**config.mk**
```make
export PLATFORM = sky130hd
export DESIGN_NAME = serial_adder_flat
export DESIGN_NICKNAME = d
export VERILOG_FILES = /design/src/rtl/serial_adder_if.sv /design/src/rtl/serial_adder.sv /design/src/flat_wrapper.sv
export SDC_FILE = /design/constraint.sdc
export NUM_CORES = 1
export LEC_CHECK = 0
export ABC_AREA = 0
export CAP_MARGIN = 20
export CORE_ASPECT_RATIO = 1.1
export CORE_MARGIN = 2
export CORE_UTILIZATION = 30
export DETAILED_ROUTE_END_ITERATION = 8
export HOLD_SLACK_MARGIN = 0.08
export SLEW_MARGIN = 10
export SYNTH_ARGS = -nofsm -noshare
export SYNTH_HDL_FRONTEND = slang
export SYNTH_SLANG_ARGS = --single-unit
```
**constraint.sdc**
```tcl
create_clock -name clk -period 1.95 [get_ports clk]
set_input_delay 0.195 -clock clk [delete_from_list [all_inputs] [get_ports clk]]
set_output_delay 0.195 -clock clk [all_outputs]
set_load 0.05 [all_outputs]
```
**src/rtl/serial_adder_if.sv**
```systemverilog
// rtl/serial_adder_if.sv - start/busy/done operand and result bundle for serial_adder
interface serial_adder_if #(
    parameter int WIDTH = 8
);
    logic             start;
    logic [WIDTH-1:0] a;
    logic [WIDTH-1:0] b;
    logic             cin;
    logic [WIDTH-1:0] s;
    logic             cout;
    logic             busy;
    logic             done;

    modport master (
        output start, a, b, cin,
        input  s, cout, busy, done
    );

    modport slave (
        input  start, a, b, cin,
        output s, cout, busy, done
    );
endinterface

```
**src/rtl/serial_adder.sv**
```systemverilog
// rtl/serial_adder.sv - bit-serial ripple adder reusing one full-adder cell, LSB first
module serial_adder #(
    parameter int WIDTH = 8
) (
    input  logic          clk,
    input  logic          reset,
    serial_adder_if.slave bus
);
    localparam int CW = $clog2(WIDTH + 1);

    typedef enum logic [1:0] {IDLE, RUN, DONE} state_t;

    state_t           state, state_next;
    logic [WIDTH-1:0] a_sh, b_sh, sum_sh, sum_next, s_q;
    logic             carry, cout_q;
    logic [CW-1:0]    cnt;
    logic [1:0]       bit_add;
    logic             accept, last;

    assign bit_add = {1'b0, a_sh[0]} + {1'b0, b_sh[0]} + {1'b0, carry};
    assign last    = (cnt == CW'(WIDTH - 1));

    // Newest sum bit enters at the MSB so the LSB-first result ends up in place.
    generate
        if (WIDTH == 1) begin : g_one_bit
            assign sum_next = bit_add[0];
        end else begin : g_multi_bit
            assign sum_next = {bit_add[0], sum_sh[WIDTH-1:1]};
        end
    endgenerate

    always_comb begin
        state_next = state;
        accept     = 1'b0;
        case (state)
            IDLE: begin
                if (bus.start) begin
                    accept     = 1'b1;
                    state_next = RUN;
                end
            end
            RUN: begin
                if (last) state_next = DONE;
            end
            DONE: begin
                if (bus.start) begin
                    accept     = 1'b1;
                    state_next = RUN;
                end else begin
                    state_next = IDLE;
                end
            end
            default: state_next = IDLE;
        endcase
    end

    always_ff @(posedge clk) begin
        if (reset) begin
            state  <= IDLE;
            a_sh   <= '0;
            b_sh   <= '0;
            sum_sh <= '0;
            carry  <= 1'b0;
            cnt    <= '0;
            s_q    <= '0;
            cout_q <= 1'b0;
        end else begin
            state <= state_next;
            if (accept) begin
                a_sh  <= bus.a;
                b_sh  <= bus.b;
                carry <= bus.cin;
                cnt   <= '0;
            end else if (state == RUN) begin
                a_sh   <= a_sh >> 1;
                b_sh   <= b_sh >> 1;
                carry  <= bit_add[1];
                cnt    <= cnt + CW'(1);
                sum_sh <= sum_next;
                if (last) begin
                    s_q    <= sum_next;
                    cout_q <= bit_add[1];
                end
            end
        end
    end

    assign bus.s    = s_q;
    assign bus.cout = cout_q;
    assign bus.busy = (state == RUN);
    assign bus.done = (state == DONE);
endmodule

```
**src/flat_wrapper.sv**
```systemverilog
// flat-port wrapper written by rule: the top's interface ports become plain ports
module serial_adder_flat 
#(
    parameter int WIDTH = 8
)
  (clk, reset, bus_start, bus_a, bus_b, bus_cin, bus_s, bus_cout, bus_busy, bus_done);
  serial_adder_if #(.WIDTH(WIDTH)) bus_i ();
  input  logic clk;
  input  logic reset;
  input wire logic [$bits(bus_i.start)-1:0] bus_start;
  input wire logic [$bits(bus_i.a)-1:0] bus_a;
  input wire logic [$bits(bus_i.b)-1:0] bus_b;
  input wire logic [$bits(bus_i.cin)-1:0] bus_cin;
  output wire logic [$bits(bus_i.s)-1:0] bus_s;
  output wire logic [$bits(bus_i.cout)-1:0] bus_cout;
  output wire logic [$bits(bus_i.busy)-1:0] bus_busy;
  output wire logic [$bits(bus_i.done)-1:0] bus_done;
  assign bus_i.start = bus_start;
  assign bus_i.a = bus_a;
  assign bus_i.b = bus_b;
  assign bus_i.cin = bus_cin;
  assign bus_s = bus_i.s;
  assign bus_cout = bus_i.cout;
  assign bus_busy = bus_i.busy;
  assign bus_done = bus_i.done;
  serial_adder #(.WIDTH(WIDTH)) u_core (.clk(clk), .reset(reset), .bus(bus_i));
endmodule
```
Word level (Yosys, flattened, before mapping)
Cells that the tools add are included.
- bits of input ports: 20
- register bits: 40
- output and inout bits: 11
- word-level logic and storage cells: 36
- equality and inequality tests: 5
- multiplexer cells: 12
- reduce and logical (&&, ||, !) cells: 7
- add/subtract/negate cells: 3
- bitwise logic cells: 1
- operators with widths (cell ; number):
    8-bit 2-to-1 mux ; 4
    2-bit case mux with 3 select lines ; 1
    1-bit 2-to-1 mux ; 5
    4-bit by 1-bit adder with 4-bit output, second input constant ; 1
    4-bit by 3-bit == test with 1-bit output, second input constant ; 1
    2-bit 2-to-1 mux ; 2
    2-bit AND reduction ; 2
    2-bit OR reduction ; 2
    3-bit AND reduction ; 1
    1-bit by 1-bit adder with 2-bit output ; 1
    2-bit by 1-bit adder with 2-bit output ; 1
    2-bit by 1-bit == test with 1-bit output, second input constant ; 1
    2-bit == test, second input constant ; 1
    2-bit zero test ; 1
    2-bit by 1-bit inequality test with 1-bit output, second input constant ; 1
    2-bit inequality test, second input constant ; 1
    2-bit nonzero test ; 1
    1-bit NOT ; 1

Depth between registers and ports, before layout
Gate-level depths: netlist of the first run.
- depth in word-level cells: 5
- gate-level depth with buffers: 6
- depth with buffers taken out: 4

Least setup slack after synthesis of the first run
No wires, ideal clock.
- path type: reg-to-reg
- start point: register u_core.state[1]
- end point: register u_core.sum_sh[2]
- cell stages (with the launch flop): 7
- setup time: 70 ps
- setup slack: 672 ps
- required time: 1880 ps
- period minus slack after synthesis: 1278 ps
- data arrival time: 1207 ps
- buffers on the path: 2
- cells stage by stage: dfxtp_1 nand2b_1 buf_6 inv_2 buf_2 nand2_1 a21oi_1
- elaborated cells on any way between the ends: 7
- those cells by class: 2 x eq/ne; 1 x mux; 1 x bitwise; 3 x reduce/logical
- RTL lines (item ; line ; source):
    start: declaration ; serial_adder.sv:13 ; state_t state, state_next;
    start signal: assignment ; serial_adder.sv:68 ; state <= state_next;
    2-bit by 1-bit == test with 1-bit output ; - ;
    named net bus_busy ; flat_wrapper.sv:16 ; output wire logic [$bits(bus_i.busy)-1:0] bus_busy;
    2-bit AND reduction (no line) ; - ;
    end signal: assignment ; serial_adder.sv:79 ; sum_sh <= sum_next;
    end: declaration ; serial_adder.sv:14 ; logic [WIDTH-1:0] a_sh, b_sh, sum_sh, sum_next, s_q;
The timed path passes the listed nets, and every way through them passes these cells.
A chain may end at the register's enable or synchronous reset.

Worst setup path in the final report of the first run
- start point: register u_core.state[0]
- end point: output port bus_done
- longest elaborated chain between the ends: 1
- RTL lines (item ; line ; source):
    2-bit == test ; serial_adder.sv:91 ; assign bus.done = (state == DONE);
    end: declaration ; flat_wrapper.sv:17 ; output wire logic [$bits(bus_i.done)-1:0] bus_done;
No other way between the ends.

==> metrics, run 1 <==
Max FO, Critical Path=5; clk sinks=39; most frequent cells in the layout=dfxtp_1 (39), clkdlybuf4s50_1 (29), nand2_1 (24); max-slew violations=0; PwrDens=833.8 nW/um^2; number of global-route vias before repair=1163; Initial DRC Count=80; clock latency on the worst-skew pair=0.30 ns; Lkg Pwr=0.0007140 uW; CTS Buf Count=5; Yosys cell types=25; outcome=complete, no violations; Mapped Cells=178; commonest non-fill, non-tap cell in the layout=dfxtp_1; RSZ-0062 raised after global routing=false; nets=227; Cell Area, Synth=1619 um^2; number of antenna violations at the first check in global routing=0; CTS clock-pin slew for the worst setup and hold paths=0.08 ns; worst reg2reg endpoint=u_core.bus.cout$_SDFFE_PP0P_; endpoints failing hold=0; post-CTS resize count=0; CP arrival=1.60 ns; starting density of the core=0.3061; Core Util, Final=0.3985; Tmin final=1.790 ns; antenna-violating nets left=0; Layout area overhead=30.22%; worst hold start=u_core.sum_sh[1]$_SDFFE_PP0P_; drt drc=0; hold buffers post-CTS=0; GPL Wtd Cong=0.7078; first-pass GRT wire length=5451 um; total negative slack=0 ns; Die X=74.05 um; R2R Path Start=u_core.state[1]$_SDFFE_PP0P_; synthesized flop and latch total=39; WL per Instance=11.31 um; setup ws final=0.1596 ns; CTS tree=built; Mean Syn Cell Area=9.096 um^2; final WL=3179 um; Hold Path Class=flop to flop; die area=6001 um^2; I/O pin count=31; max_slew headroom=0.6705; # diodes=0; Site Rows=28; yosys warns=0; hold path depth=2; CP startpoint kind=flop; Detailed Place HPWL=2021 um; CP required=1.75 ns; fin crit share=0.9181; via count=1253; Root Buffer Master=clkbuf_8; CP endpoint kind=output pin; Mapped Nets=200; core area=5290 um^2; deepest clock path buffer count=2; GRT Total Usage=0.1194; worst-margin pin slew=0.4935 ns; Max rail drop VDD=0.2959 mV; r2r worst-path depth=4; sequential area share after synthesis=0.4822; H-tree Lvls=2; Hold EP=u_core.sum_sh[1]$_SDFFE_PP0P_; PortBufs=30; Synth area leader=dfxtp_1; cell types occupying the most area after synthesis=dfxtp_1 (48%), nand2b_1 (7.7%), mux2i_1 (7.4%); # Post-CTS Setup Buffers=0; pin count of the biggest net entering global routing=49; Final Setup Violations=0; Synth top area share=0.4822; Setup Crit Path Kind=flop to output pin; total congestion overflow=0; DP Worst Slack=0.3445 ns; R2R Setup Slk=0.57 ns; max_cap viols=0; Worst Skew=0.007156 ns; chip height=81.05 um; router iterations before antenna repair=4; share of layout cells above drive strength 1=0.07767; Peak Freq=0.5585 GHz; vias per cell=4.459
cell families after synthesis:
kind of cell / Yosys count / share of synthesized area
buf+inv: 15 / 0.04868
flops: 39 / 0.4822
compound gates: 29 / 0.1167
simple gates: 79 / 0.2473
mux: 12 / 0.07419
fa+ha+maj: 2 / 0.02009
xor+xnor: 2 / 0.01082
Yosys cell counts, drive strengths merged:
cell type / n
fa: 1
a211oi: 1
ha: 1
xor2: 1
xnor2: 1
or3: 1
a22oi: 4
nand2: 24
nor2: 7
o21ai: 1
buf: 8
clkbuf: 6
inv: 1
nand3: 5
a21oi: 12
and2b: 2
mux2i: 12
nand2b: 20
nor3: 18
a311oi: 5
dfxtp: 39
o22ai: 6
nand3b: 2
worst max-delay path by stage:
stage | to | cells after the start | slack [ns] | startpoint
floorplan | u_core.sum_sh[2]$_SDFFE_PP0P_ | 6 | 0.67 | u_core.state[1]$_SDFFE_PP0P_
global placement | u_core.b_sh[2]$_SDFFE_PP0P_ | 5 | 0.36 | bus_start
detailed placement | u_core.b_sh[2]$_SDFFE_PP0P_ | 5 | 0.34 | bus_start
CTS | bus_done | 2 | 0.14 | u_core.state[0]$_SDFFE_PP0P_
global route | bus_done | 2 | 0.10 | u_core.state[0]$_SDFFE_PP0P_
finish | bus_done | 2 | 0.16 | u_core.state[0]$_SDFFE_PP0P_
routing by layer:
metal  part of all wire  track usage  vias to the layer above
met5                  0            0                        -
met4              0.026      0.07091                        0
met3              0.044      0.03102                        7
met2               0.43       0.1759                       28
met1               0.50       0.1554                      550
li1                   -            -                      668
state kept, by name, summed over array words and instances (netlist names):
register,cells
u_core.carry,1
u_core.a_sh,8
u_core.bus.cout,1
u_core.bus.s,8
u_core.cnt,4
u_core.sum_sh,7
u_core.b_sh,8
u_core.state,2
through the flow:
step	hold WS (ns)	power, uW	instances	cell area (um^2)
after floorplan	0.3758	1006	178	1619
after global placement	0.4448	1080	273	1991
after detailed placement	0.4469	1082	273	1991
after CTS	0.4581	1785	281	2108
after global routing	0.4913	1841	281	2108
final	0.4556	1758	281	2108
cell type report:
| type | instances | area, um^2 |
|---|---|---|
| Clock buffer | 6 | 82.58 |
| Clock inverter | 2 | 35.03 |
| Fill cell | 549 | 3182 |
| Inverter | 1 | 3.754 |
| Multi-Input combinational cell | 124 | 759.5 |
| Sequential cell | 39 | 780.7 |
| Tap cell | 75 | 93.84 |
| Timing Repair Buffer | 34 | 352.8 |
critical path: stages, from the launching register on:
cell and delay [ns]:
dfxtp_1 0.33, and2b_1 0.19, clkdlybuf4s50_1 0.79
power breakdown:
| group | internal, uW | switching [uW] |
|---|---|---|
| Clock | 414 | 283 |
| Sequential | 833 | 21.2 |
| Combinational | 100 | 106 |
No activity file was read; power rests on OpenSTA's default activity.
==> run 2, diff against run 1 <==
CAP_MARGIN = not set   (was 20)
PLACE_DENSITY = 0.47   (was not set)
==> metrics, run 2 (synthesized netlist as in run 1, its figures left out) <==
nets=228; CP endpoint kind=output pin; CP required=1.75 ns; Int Power=1258 uW; H-tree Lvls=2; CTS tree=built; antenna-violating nets left=0; max-slew violations=0; first-pass GRT wire length=5761 um; worst-margin pin slew=0.5077 ns; total congestion overflow=0; clk sinks=39; router iterations before antenna repair=4; Die X=74.05 um; GPL Wtd Cong=0.6960; max_slew headroom=0.6605; Root Buffer Master=clkbuf_8; Critical Path Sink=bus_done; number of antenna violations at the first check in global routing=0; post-CTS resize count=0; Max rail drop VDD=0.3818 mV; I/O pin count=31; chip height=81.05 um; fill count=536; PortBufs=30; total power=1648 uW; GRT Total Usage=0.1259; CP arrival=1.62 ns; share of layout cells above drive strength 1=0.07729; Final Setup Violations=0; combinational share of power=0.127; Layout area overhead=29.60%; # diodes=0; pin count of the biggest net entering global routing=49; die area=6001 um^2; hold buffers post-CTS=0; Sequential Power Share=0.519; R2R Setup Slk=0.35 ns; Initial DRC Count=47; CTS clock-pin slew for the worst setup and hold paths=0.07 ns; core area=5290 um^2; Setup Crit Path Kind=flop to output pin; vias per cell=4.695; total negative slack=0 ns; DP Worst Slack=0.3278 ns; CTS Buf Count=5; drt drc=0; # Post-CTS Setup Buffers=0; max_cap viols=0; worst reg2reg endpoint=u_core.b_sh[6]$_SDFFE_PP0P_; via count=1324; Lkg Pwr=0.0007088 uW; final WL=3312 um; clock share of power=0.354; starting density of the core=0.3061; Tmin final=1.813 ns; Detailed Place HPWL=2259 um; commonest non-fill, non-tap cell in the layout=dfxtp_1; outcome=complete, no violations; sw frac=0.2364; clock latency on the worst-skew pair=0.28 ns; setup ws final=0.1375 ns; CP startpoint kind=flop; RSZ-0062 raised after global routing=false; endpoints failing hold=0; WL per Instance=11.74 um; Site Rows=28; R2R Path Start=u_core.state[0]$_SDFFE_PP0P_; most frequent cells in the layout=dfxtp_1 (39), clkdlybuf4s50_1 (29), nand2_1 (24); r2r worst-path depth=4; Hold Path Class=flop to flop; deepest clock path buffer count=2; Max FO, Critical Path=5; switching power=389.5 uW; number of global-route vias before repair=1315; Peak Freq=0.5517 GHz; Worst Skew=0.003289 ns; Worst Setup SP=u_core.state[0]$_SDFFE_PP0P_; PwrDens=785.3 nW/um^2; fin crit share=0.9295
==> run 2: cell types whose count changed in the layout (fill, tap and decap cells not counted), sizes merged <==
cell,before,now
buf,5,6
clkinv,1,0
clkbuf,6,8
bufinv,1,0
==> run 2: power by group through the flow <==
stage          clock network [uW]  logic, uW  registers [uW]
3_5_place_dp                    0        212             873
3_3_place_gp                    0        208             873
2_1_floorplan                   0        139             868
6_report                      583        209             855
4_1_cts                       608        212             855
5_1_grt                       636        233             860
==> run 2: routing by layer <==
metal	share of wire	vias up	wire, um	track usage
met4	0.018	0	61	0.06182
li1	-	668	-	-
met5	0	-	0	0
met2	0.49	40	1630	0.2134
met3	0.057	6	190	0.04218
met1	0.43	610	1429	0.1398
==> run 2: how the worst min path moves through the flow <==
stage	to	slack (ns)	startpoint	cells after the start
after floorplan	u_core.a_sh[4]$_SDFFE_PP0P_	0.38	bus_a[4]	2
after global placement	u_core.sum_sh[1]$_SDFFE_PP0P_	0.45	u_core.sum_sh[1]$_SDFFE_PP0P_	2
after detailed placement	u_core.sum_sh[1]$_SDFFE_PP0P_	0.45	u_core.sum_sh[1]$_SDFFE_PP0P_	2
after CTS	u_core.sum_sh[1]$_SDFFE_PP0P_	0.46	u_core.sum_sh[1]$_SDFFE_PP0P_	2
after global routing	u_core.bus.s[2]$_SDFFE_PP0P_	0.49	u_core.bus.s[2]$_SDFFE_PP0P_	2
final	u_core.sum_sh[1]$_SDFFE_PP0P_	0.46	u_core.sum_sh[1]$_SDFFE_PP0P_	2
==> run 2: worst max-delay path, cell delays in order (launching register included) <==
cell and delay (ns):
dfxtp_1 0.34, and2b_1 0.20, clkdlybuf4s50_1 0.79
==> run 2: layout make-up <==
type	count	area, um^2	share of cell area
sequential	39	780.7	0.3721
tap	75	93.84	0.04472
clock buffer	8	100.1	0.04770
inverter	1	3.754	0.001789
multi-input combinational	124	759.5	0.3620
timing repair buffer	35	360.3	0.1717
==> run 2: metrics by stage <==
step	cell area, um^2	instances	hold slack (ns)	util
floorplan	1619	178	0.3758	-
global placement	1998	274	0.4494	0.3777
detailed placement	1998	274	0.4476	0.3777
CTS	2098	282	0.4581	0.3966
global route	2098	282	0.4910	0.3966
finish	2098	282	0.4587	0.3966
==> run 3, diff against run 2 <==
CTS_BUF_LIST = sky130_fd_sc_hd__clkbuf_2   (was not set)
==> metrics, run 3 (synthesized netlist as in run 1, its figures left out) <==
CP startpoint kind=flop; total congestion overflow=0; R2R Path Start=u_core.state[1]$_SDFFE_PP0P_; CTS Buf Count=5; vias per cell=4.628; deepest clock path buffer count=2; final instance area=2039 um^2; fin crit share=0.9096; met3 Use GR=0.04591; nets=228; CP required=1.75 ns; Die X=74.05 um; Lkg Pwr=0.0006896 uW; starting density of the core=0.3061; PortBufs=30; pin count of the biggest net entering global routing=49; max_slew headroom=0.6607; GRT Total Usage=0.1269; Hold Path Class=input pin to flop; endpoints failing hold=0; Initial DRC Count=47; core area=5290 um^2; I/O pin count=31; commonest non-fill, non-tap cell in the layout=dfxtp_1; r2r worst-path depth=4; CTS clock-pin slew for the worst setup and hold paths=0.19 ns; number of global-route vias before repair=1294; die area=6001 um^2; Core Util, Final=0.3855; antenna-violating nets left=0; Peak Freq=0.5638 GHz; number of antenna violations at the first check in global routing=0; Max rail drop VDD=0.3944 mV; CP endpoint kind=output pin; RSZ-0062 raised after global routing=false; clk sinks=39; GRT busiest layer=met2; global routing usage on met2=0.2080; GPL Wtd Cong=0.6960; Setup Crit Path Kind=flop to output pin; worst-margin pin slew=0.5073 ns; Hold EP=u_core.b_sh[5]$_SDFFE_PP0P_; clock latency on the worst-skew pair=0.38 ns; router iterations before antenna repair=4; final WL=3353 um; FF/Latch Area=780.7 um^2; Max FO, Critical Path=27; max-slew violations=0; Layout area overhead=25.97%; fill count=546; CP arrival=1.58 ns; max_cap viols=0; PwrDens=689.8 nW/um^2; Area after DPL=1998 um^2; R2R Setup Slk=0.42 ns; # diodes=0; first-pass GRT wire length=5789 um; total negative slack=0 ns; outcome=complete, no violations; drt drc=0; via count=1305; hold path depth=3; chip height=81.05 um; worst reg2reg endpoint=u_core.b_sh[6]$_SDFFE_PP0P_; hold buffers post-CTS=0; met1 GRT Util=0.1451; Site Rows=28; Tmin final=1.774 ns; Detailed Place HPWL=2259 um; CTS tree=built; Root Buffer Master=clkbuf_2; area of the multi-input gates=759.5 um^2; share of layout cells above drive strength 1=0.07246; Worst Skew=0.01737 ns; most frequent cells in the layout=dfxtp_1 (39), clkdlybuf4s50_1 (28), nand2_1 (24); # Post-CTS Setup Buffers=0; H-tree Lvls=2; WL per Instance=11.89 um; Final Setup Violations=0; worst hold start=bus_b[5]
[run 3: changes by cell type in the layout (fill, tap and decap cells not counted)]
cell,before,now
clkbuf_1,1,0
clkbuf_2,0,6
clkbuf_8,7,0
clkdlybuf4s50_1,29,28
clkinv_1,0,2
dlygate4sd2_1,0,1
inv_2,1,0
inv_6,0,1
[run 3: area by class of cell]
| type | instances | share of cell area |
|---|---|---|
| multi-input combinational | 124 | 0.3724 |
| sequential | 39 | 0.3828 |
| clock buffer | 6 | 0.01472 |
| timing repair buffer | 35 | 0.1761 |
| inverter | 1 | 0.004294 |
| clock inverter | 2 | 0.003681 |
| tap | 75 | 0.04601 |
[run 3: worst max path at each step]
stage                                            start                            end  slack [ns]  cells after the start
after CTS                 u_core.state[0]$_SDFFE_PP0P_                       bus_busy         0.1                      3
after floorplan           u_core.state[1]$_SDFFE_PP0P_  u_core.sum_sh[2]$_SDFFE_PP0P_        0.67                      6
after global placement                       bus_start    u_core.b_sh[1]$_SDFFE_PP0P_        0.37                      5
final                     u_core.state[0]$_SDFFE_PP0P_                       bus_busy        0.18                      3
after global routing      u_core.state[0]$_SDFFE_PP0P_                       bus_busy        0.04                      3
after detailed placement  u_core.state[0]$_SDFFE_PP0P_    u_core.a_sh[5]$_SDFFE_PP0P_        0.33                      4
[run 3: where the power goes]
group          total, uW  switching [uW]  internal, uW
Clock                338             252          86.5
Sequential           857            21.9           835
Combinational        212             109           103
[run 3: critical path: stages, from the launching register on]
cell,delay [ns]
dfxtp_1,0.43
nand2b_1,0.29
inv_6,0.30
buf_12,0.17
[run 3: timing repair]
action / CTS / global route
cloned: 0 / 0
setup endpoints to repair: 2 / 1
gates resized for setup: 2 / 1
[run 3: per-stage QoR]
step           setup slack [ns]  hold slack (ns)  instances  power (uW)
2_1_floorplan            0.6721           0.3758        178        1006
5_1_grt                 0.03600           0.3585        282        1480
3_3_place_gp             0.3663           0.4494        274        1080
3_5_place_dp             0.3278           0.4476        274        1085
4_1_cts                 0.09661           0.3628        282        1423
6_report                 0.1764           0.3976        282        1407
[run 3: routing by layer]
metal,vias to the layer above,share of wire
met5,-,0
met4,0,0.018
met3,6,0.052
met2,33,0.49
met1,595,0.44
li1,671,-
